File: config.mk
export PLATFORM = sky130hd
export DESIGN_NAME = pitch_snap
export DESIGN_NICKNAME = d
export VERILOG_FILES = /design/src/rtl/pitch_pkg.sv /design/src/rtl/seq_divider.sv /design/src/rtl/pitch_snap.sv
export SDC_FILE = /design/constraint.sdc
export NUM_CORES = 1
export LEC_CHECK = 0
export BUFFER_PORTS_ARGS = -buffer_cell sky130_fd_sc_hd__buf_2
export CAP_MARGIN = 30
export CORE_ASPECT_RATIO = 0.8
export CORE_MARGIN = 2
export CORE_UTILIZATION = 30
export DETAILED_ROUTE_END_ITERATION = 16
export PLACE_DENSITY_LB_ADDON = 0.15
export SYNTH_ARGS = -nofsm -noshare
export SYNTH_HDL_FRONTEND = slang
export SYNTH_HIERARCHICAL = 1
export SYNTH_SLANG_ARGS = --single-unit
File: constraint.sdc
create_clock -name clock -period 6.1 [get_ports clock]
set_input_delay 1.22 -clock clock [delete_from_list [all_inputs] [get_ports clock]]
set_output_delay 1.22 -clock clock [all_outputs]
set_load 0.02 [all_outputs]
File: src/rtl/pitch_pkg.sv
// Shared constants for the pitch snapper: target note table, ratio format and FSM states.
// Note periods are in clock cycles, strictly descending so a tie in distance favours the longer period.
package pitch_pkg;

  localparam int          NOTE_COUNT  = 12;
  localparam int          Q_FRAC_BITS = 12;
  localparam logic [15:0] PERIOD_MIN  = 16'd16;
  localparam logic [15:0] PERIOD_MAX  = 16'd4000;
  localparam logic [15:0] UNITY_RATIO = 16'h1000;

  localparam logic [15:0] NOTE_TABLE [0:NOTE_COUNT-1] = '{
    16'd256, 16'd242, 16'd228, 16'd216, 16'd203, 16'd192,
    16'd181, 16'd171, 16'd161, 16'd152, 16'd144, 16'd136
  };

  typedef enum logic [1:0] {
    ST_IDLE   = 2'd0,
    ST_SEARCH = 2'd1,
    ST_DIVIDE = 2'd2,
    ST_DONE   = 2'd3
  } state_t;

endpackage

File: src/rtl/seq_divider.sv
// Restoring unsigned divider, one quotient bit per cycle; o_done is high during the final step,
// and o_quotient holds the result from the following cycle until the next i_start.
module seq_divider #(
  parameter int DW = 28,
  parameter int VW = 16
) (
  input  logic          clock,
  input  logic          reset,
  input  logic          i_start,
  input  logic [DW-1:0] i_dividend,
  input  logic [VW-1:0] i_divisor,
  output logic          o_done,
  output logic [DW-1:0] o_quotient
);

  localparam int CW = $clog2(DW);

  logic          r_busy;
  logic [CW-1:0] r_cnt;
  logic [VW-1:0] r_rem;
  logic [VW-1:0] r_div;
  logic [DW-1:0] r_quo;

  logic [VW:0]   w_rem_sh;
  logic          w_ge;
  logic [VW-1:0] w_rem_next;

  // Remainder is always below the divisor, so the shifted value fits in VW+1 bits
  // and the post-subtract value fits back in VW bits.
  assign w_rem_sh   = {r_rem, r_quo[DW-1]};
  assign w_ge       = (w_rem_sh >= {1'b0, r_div});
  assign w_rem_next = w_ge ? (w_rem_sh[VW-1:0] - r_div) : w_rem_sh[VW-1:0];

  assign o_done     = r_busy && (r_cnt == CW'(DW - 1));
  assign o_quotient = r_quo;

  always_ff @(posedge clock) begin
    if (reset) begin
      r_busy <= 1'b0;
      r_cnt  <= '0;
      r_rem  <= '0;
      r_div  <= '0;
      r_quo  <= '0;
    end else if (i_start) begin
      r_busy <= 1'b1;
      r_cnt  <= '0;
      r_rem  <= '0;
      r_div  <= i_divisor;
      r_quo  <= i_dividend;
    end else if (r_busy) begin
      r_rem <= w_rem_next;
      r_quo <= {r_quo[DW-2:0], w_ge};
      if (o_done) begin
        r_busy <= 1'b0;
      end else begin
        r_cnt <= r_cnt + 1'b1;
      end
    end
  end

endmodule

File: src/rtl/pitch_snap.sv
// Snaps a measured period to the nearest table note and emits measured/target as Q4.12.
// In-range result NUM_NOTES+29 cycles after capture, out-of-range after 1; input ignored while busy.
module pitch_snap
  import pitch_pkg::*;
#(
  parameter int          NUM_NOTES  = NOTE_COUNT,
  parameter int          FRAC_BITS  = Q_FRAC_BITS,
  parameter logic [15:0] MIN_PERIOD = PERIOD_MIN,
  parameter logic [15:0] MAX_PERIOD = PERIOD_MAX
) (
  input  logic        clock,
  input  logic        reset,
  input  logic [15:0] period_in,
  input  logic        period_en,
  output logic [15:0] target_period,
  output logic [15:0] ratio,
  output logic        ratio_valid,
  output logic        out_of_range,
  output logic        busy
);

  localparam int IDX_W = $clog2(NUM_NOTES);
  localparam int DW    = 16 + FRAC_BITS;

  state_t         r_state;
  logic [15:0]    r_p;
  logic [15:0]    r_last;
  logic           r_have;
  logic           r_oor;
  logic [IDX_W-1:0] r_idx;
  logic [15:0]    r_best;
  logic [16:0]    r_best_dist;
  logic [15:0]    r_target;
  logic [15:0]    r_ratio;
  logic           r_valid;
  logic           r_oor_out;

  logic           w_repeat;
  logic           w_in_range;
  logic [15:0]    w_entry;
  logic [16:0]    w_dist;
  logic           w_take;
  logic           w_last;
  logic [15:0]    w_best_next;
  logic           w_div_done;
  logic [DW-1:0]  w_quotient;
  logic [15:0]    w_ratio_sat;

  assign w_repeat   = r_have && (period_in == r_last);
  assign w_in_range = (period_in != 16'd0) && (period_in >= MIN_PERIOD) && (period_in <= MAX_PERIOD);

  assign w_entry     = NOTE_TABLE[r_idx];
  assign w_dist      = (r_p >= w_entry) ? ({1'b0, r_p} - {1'b0, w_entry})
                                        : ({1'b0, w_entry} - {1'b0, r_p});
  assign w_take      = (w_dist < r_best_dist);
  assign w_best_next = w_take ? w_entry : r_best;
  assign w_last      = (r_state == ST_SEARCH) && (r_idx == IDX_W'(NUM_NOTES - 1));

  // The divider launches on the last search cycle using the not-yet-registered winner,
  // which saves a cycle between SEARCH and DIVIDE.
  seq_divider #(
    .DW (DW),
    .VW (16)
  ) u_div (
    .clock      (clock),
    .reset      (reset),
    .i_start    (w_last),
    .i_dividend ({r_p, {FRAC_BITS{1'b0}}}),
    .i_divisor  (w_best_next),
    .o_done     (w_div_done),
    .o_quotient (w_quotient)
  );

  assign w_ratio_sat = (|w_quotient[DW-1:16]) ? 16'hFFFF : w_quotient[15:0];

  always_ff @(posedge clock) begin
    if (reset) begin
      r_state     <= ST_IDLE;
      r_p         <= '0;
      r_last      <= '0;
      r_have      <= 1'b0;
      r_oor       <= 1'b0;
      r_idx       <= '0;
      r_best      <= '0;
      r_best_dist <= '1;
      r_target    <= '0;
      r_ratio     <= UNITY_RATIO;
      r_valid     <= 1'b0;
      r_oor_out   <= 1'b0;
    end else begin
      r_valid <= 1'b0;
      case (r_state)
        ST_IDLE: begin
          if (period_en && !w_repeat) begin
            r_p <= period_in;
            if (w_in_range) begin
              r_oor       <= 1'b0;
              r_idx       <= '0;
              r_best_dist <= '1;
              r_state     <= ST_SEARCH;
            end else begin
              r_oor   <= 1'b1;
              r_state <= ST_DONE;
            end
          end
        end
        ST_SEARCH: begin
          if (w_take) begin
            r_best      <= w_entry;
            r_best_dist <= w_dist;
          end
          if (w_last) begin
            r_state <= ST_DIVIDE;
          end else begin
            r_idx <= r_idx + 1'b1;
          end
        end
        ST_DIVIDE: begin
          if (w_div_done) begin
            r_state <= ST_DONE;
          end
        end
        ST_DONE: begin
          r_target  <= r_oor ? r_p : r_best;
          r_ratio   <= r_oor ? UNITY_RATIO : w_ratio_sat;
          r_oor_out <= r_oor;
          r_valid   <= 1'b1;
          r_last    <= r_p;
          r_have    <= 1'b1;
          r_state   <= ST_IDLE;
        end
        default: r_state <= ST_IDLE;
      endcase
    end
  end

  assign target_period = r_target;
  assign ratio         = r_ratio;
  assign ratio_valid   = r_valid;
  assign out_of_range  = r_oor_out;
  assign busy          = (r_state != ST_IDLE);

endmodule

==> impl_metrics.prom <==
# TYPE chip_impl_metric gauge
chip_impl_metric{name="clock_tree.buffer_depth",unit=""} 2
chip_impl_metric{name="clockPowerShare",unit="%"} 30.1
chip_impl_metric{name="initialDrtViolationCount",unit=""} 447
chip_impl_metric{name="max_freq",unit="MHz"} 173
chip_impl_metric{name="power.density",unit="mW/mm^2"} 342
chip_impl_metric{name="req_time_crit_path",unit="ns"} 6.44
chip_impl_metric{name="drc",unit=""} 0
chip_impl_metric{name="synth_cell_types",unit=""} 76
chip_impl_metric{name="worst-r2r-cell-count",unit=""} 22
chip_impl_metric{name="clk_transition_reported_paths",unit="ns"} 0.07
chip_impl_info{name="synth_top_cells_by_area",value="dfxtp_1 35%, mux2i_1 13%, nor2_1 7.8%"} 1
chip_impl_metric{name="placement_rows",unit=""} 59
chip_impl_metric{name="die_area",unit="sq mm"} 0.0344
chip_impl_metric{name="fin_hold_ws",unit="ns"} 0.464
chip_impl_metric{name="initial_core_util",unit="%"} 30.4
chip_impl_metric{name="cts_inserted_buffers",unit=""} 17
chip_impl_metric{name="p_total",unit="mW"} 3.88
chip_impl_metric{name="grt_pass1_wl",unit="um"} 44000
chip_impl_metric{name="ys_seq_elements",unit=""} 173
chip_impl_metric{name="firstDrtPassIters",unit=""} 5
chip_impl_metric{name="routed_wl",unit="um"} 27500
chip_impl_metric{name="yosys.area.top_type_share",unit="%"} 35.1
chip_impl_info{name="start_kind",value="register"} 1
chip_impl_info{name="synthTopCellsByCount",value="204 x nor2_1, 173 x dfxtp_1, 131 x mux2i_1, 78 x a21oi_1, 67 x inv_1"} 1
chip_impl_metric{name="timing.slew.headroom",unit="%"} 28.8
chip_impl_metric{name="syn_inst",unit=""} 1152
chip_impl_info{name="synth_area_leader_cell",value="dfxtp_1"} 1
chip_impl_metric{name="dpl.hpwl",unit="um"} 19300
chip_impl_metric{name="grt_util_all_layers",unit="%"} 16.4
chip_impl_metric{name="period_minus_slack",unit="ns"} 5.77
chip_impl_metric{name="number_of_global_route_vias_before_repair",unit=""} 7724
chip_impl_metric{name="dieHeight",unit="um"} 166
chip_impl_info{name="synthFlopType",value="dfxtp_1"} 1
chip_impl_info{name="timing.critical_path.to_type",value="register"} 1
chip_impl_info{name="library_cell_with_the_highest_instance_count_after_synthesis",value="nor2_1"} 1
chip_impl_metric{name="power_leakage",unit="nW"} 4.79
chip_impl_info{name="r2r_end",value="r_best[11]$_SDFFE_PP0P_"} 1
chip_impl_metric{name="globalplace.congestion",unit=""} 0.864
chip_impl_metric{name="finalMaxSlewViolations",unit=""} 0
chip_impl_metric{name="final-hold-violation-count",unit=""} 0
chip_impl_metric{name="fin_tns_setup",unit="ns"} 0
chip_impl_info{name="clock-root-buffer",value="clkbuf_16"} 1
chip_impl_metric{name="synth_sequential_area_ratio",unit="%"} 35.1
chip_impl_metric{name="crit_arrival",unit="ns"} 6.11
chip_impl_info{name="path_class",value="reg2reg"} 1
chip_impl_metric{name="synth_area_per_cell",unit="sq um"} 8.57
chip_impl_metric{name="design_area",unit="sq mm"} 0.0113
chip_impl_metric{name="pin_count",unit=""} 54
chip_impl_metric{name="dieWidth",unit="um"} 207
chip_impl_metric{name="clkLatencyLatePin",unit="ns"} 0.44
chip_impl_metric{name="clock-sinks",unit=""} 173
chip_impl_metric{name="setup_viol",unit=""} 0
chip_impl_metric{name="synth_async_sr_flop_share",unit="%"} 0
chip_impl_info{name="min-delay-path-class",value="reg2reg"} 1
chip_impl_metric{name="cap_viol_max_count",unit=""} 0
chip_impl_metric{name="critical_path.max_fanout",unit=""} 24
chip_impl_metric{name="number_of_antenna_violations_at_the_first_check_in_global_routing",unit=""} 0
chip_impl_metric{name="switching_share",unit="%"} 37.9
chip_impl_info{name="hold-path-endpoint",value="r_best_dist[15]$_SDFFE_PP1P_"} 1
chip_impl_metric{name="vias_per_instance",unit=""} 4.89
chip_impl_metric{name="drive_above_1_share",unit="%"} 12.3
chip_impl_info{name="beginning_of_the_worst_register_to_register_path",value="r_idx[0]$_SDFFE_PP0P_"} 1
chip_impl_info{name="start_point_of_the_worst_hold_path",value="r_best_dist[15]$_SDFFE_PP1P_"} 1
chip_impl_metric{name="irDropWorstVdd",unit="V"} 0.000219
chip_impl_info{name="outcome",value="complete, no violations"} 1
chip_impl_metric{name="grt_overflow_total",unit=""} 0
chip_impl_metric{name="routed_wire_length_per_instance",unit="um"} 16.8
chip_impl_metric{name="synth.yosys.warnings",unit=""} 6
chip_impl_metric{name="timing.hold.worst_path_depth",unit=""} 1
chip_impl_metric{name="core_area",unit="sq mm"} 0.0325
chip_impl_metric{name="vias",unit=""} 7999
chip_impl_metric{name="min_period_over_period",unit="%"} 94.7
chip_impl_metric{name="worst-slew-pin-transition",unit="ns"} 1.07
chip_impl_metric{name="post_dp_cell_area",unit="sq mm"} 0.0106
chip_impl_metric{name="insertedDiodeCount",unit=""} 0
chip_impl_metric{name="seq_power_share",unit="%"} 33.0
chip_impl_info{name="clock_tree_from_tritoncts",value="yes"} 1
chip_impl_metric{name="numPortBuffers",unit=""} 53
chip_impl_metric{name="power.net_switching",unit="mW"} 1.47
chip_impl_metric{name="pre_cts_ws",unit="ns"} 0.184
chip_impl_metric{name="syn-cell-area",unit="sq mm"} 0.00987
chip_impl_metric{name="num-fill-cells",unit=""} 3403
chip_impl_metric{name="r2r_setup_slack",unit="ns"} 0.33
chip_impl_metric{name="power.share.combinational",unit="%"} 36.9
chip_impl_metric{name="final_net_count",unit=""} 1279
chip_impl_metric{name="grt_max_degree",unit=""} 75
chip_impl_metric{name="p_int",unit="mW"} 2.41
chip_impl_metric{name="detail-route-antenna-nets",unit=""} 0
chip_impl_metric{name="count_of_flip_flops_with_a_built_in_enable_after_synthesis",unit=""} 0
chip_impl_metric{name="htree_levels",unit=""} 4
chip_impl_metric{name="clock-skew-final",unit="ns"} 0.0123
chip_impl_metric{name="final_critical_path_setup_slack",unit="ns"} 0.326
chip_impl_metric{name="area_growth",unit="%"} 14.7
## registers in the layout, summed over array words and instances, names as in the netlist, 2 cells and up
name and cells:
u_div/o_quotient 28, r_best 16, u_div/r_cnt 5, r_p 16
ratio 16, target_period 16, r_state 2, r_last 16
r_best_dist 17, r_idx 4, u_div/r_div 16, u_div/r_rem 16
## area by class of cell
cell class	instances	area (sq um)	share of cell area [%]
tap	427	534	4.72
clock buffer	17	425	3.76
sequential	173	3470	30.6
timing repair buffer	80	515	4.56
clock inverter	15	200	1.77
multi-input combinational	858	5920	52.3
inverter	67	251	2.22
## routing by layer
metal,vias up,wire (um),share of wire (%),global-route usage (%)
li1,4093,-,-,-
met1,3758,14800,54,25.2
met2,125,11400,42,23.5
met3,23,1010,3.7,3.14
met4,0,204,0.74,3.39
met5,-,0,0,0
## worst max-delay path by stage
stage,start,to,slack (ns)
floorplan,r_idx[0]$_SDFFE_PP0P_,u_div/r_div[4]$_SDFFE_PP0P_,0.89
global placement,r_idx[0]$_SDFFE_PP0P_,r_best_dist[1]$_SDFFE_PP1P_,0.26
detailed placement,r_idx[0]$_SDFFE_PP0P_,r_best[13]$_SDFFE_PP0P_,0.18
CTS,r_idx[0]$_SDFFE_PP0P_,r_best[11]$_SDFFE_PP0P_,0.12
global route,r_idx[0]$_SDFFE_PP0P_,r_best[13]$_SDFFE_PP0P_,-0.01
finish,r_idx[0]$_SDFFE_PP0P_,r_best[11]$_SDFFE_PP0P_,0.33
## power groups by stage
stage,combinational [mW],clock [mW],sequential (mW)
5_1_grt,1.59,1.25,1.29
4_1_cts,1.41,1.21,1.28
3_3_place_gp,1.40,0,1.32
2_1_floorplan,1.00,0,1.30
3_5_place_dp,1.41,0,1.30
6_report,1.43,1.17,1.28
## through the flow
| step | util (%) | instances |
|---|---|---|
| floorplan | - | 1163 |
| global placement | 32.7 | 1602 |
| detailed placement | 32.8 | 1603 |
| CTS | 34.7 | 1635 |
| global route | 34.8 | 1637 |
| finish | 34.8 | 1637 |
## critical path, stage by stage (launching register included)
cell,delay [ns]
dfxtp_2,0.43
inv_1,0.09
ha_1,0.39
nand2_1,0.09
o21ai_0,0.18
ha_1,0.48
nand3_1,0.19
nor4_2,0.37
nor4_1,0.09
a21oi_1,0.23
buf_4,0.20
mux2_2,0.35
xnor2_1,0.20
ha_1,0.29
a21o_1,0.17
a221o_1,0.31
a221o_1,0.36
a211oi_2,0.30
buf_12,0.21
and2_4,0.18
buf_4,0.18
nor2_1,0.12
and2_1,0.23
## logic make-up after synthesis
kind of cell             after synthesis  synth area share (%)
buffers and inverters                132                  5.54
multiplexers                         142                  14.5
XOR/XNOR                              39                  3.46
AO/OA/AOI/OAI                        219                  15.0
other                                  1                0.0380
AND/OR/NAND/NOR                      383                  18.1
adder cells (fa/ha/maj)               63                  8.22
flip-flops                           173                  35.1
## placed cells by master, fill, tap and decap left out, types with 5 or more instances in the layout
cell	instances
o211ai_1	9
or3_1	6
nand3_1	20
mux2i_1	131
dfxtp_1	169
nand2b_1	6
buf_4	25
a21o_1	11
nand2_1	45
and3_1	7
buf_2	52
nor2b_1	20
xor2_1	26
and2_1	13
o21a_1	9
nor3_1	17
xnor2_1	13
a211oi_1	20
a21oi_1	78
conb_1	12
clkbuf_16	17
nor2_1	204
inv_1	66
mux2_2	10
a31oi_1	6
nand4_1	6
inv_6	5
nor4_1	10
o21ai_0	26
ha_1	59
o22a_1	15
a22o_1	5
## repair_timing
action	CTS	global route
setup endpoints to repair	0	39
resized for setup	0	5
hold buffers	0	0
buffers inserted	0	1
Power figures use the tool's default switching activity.
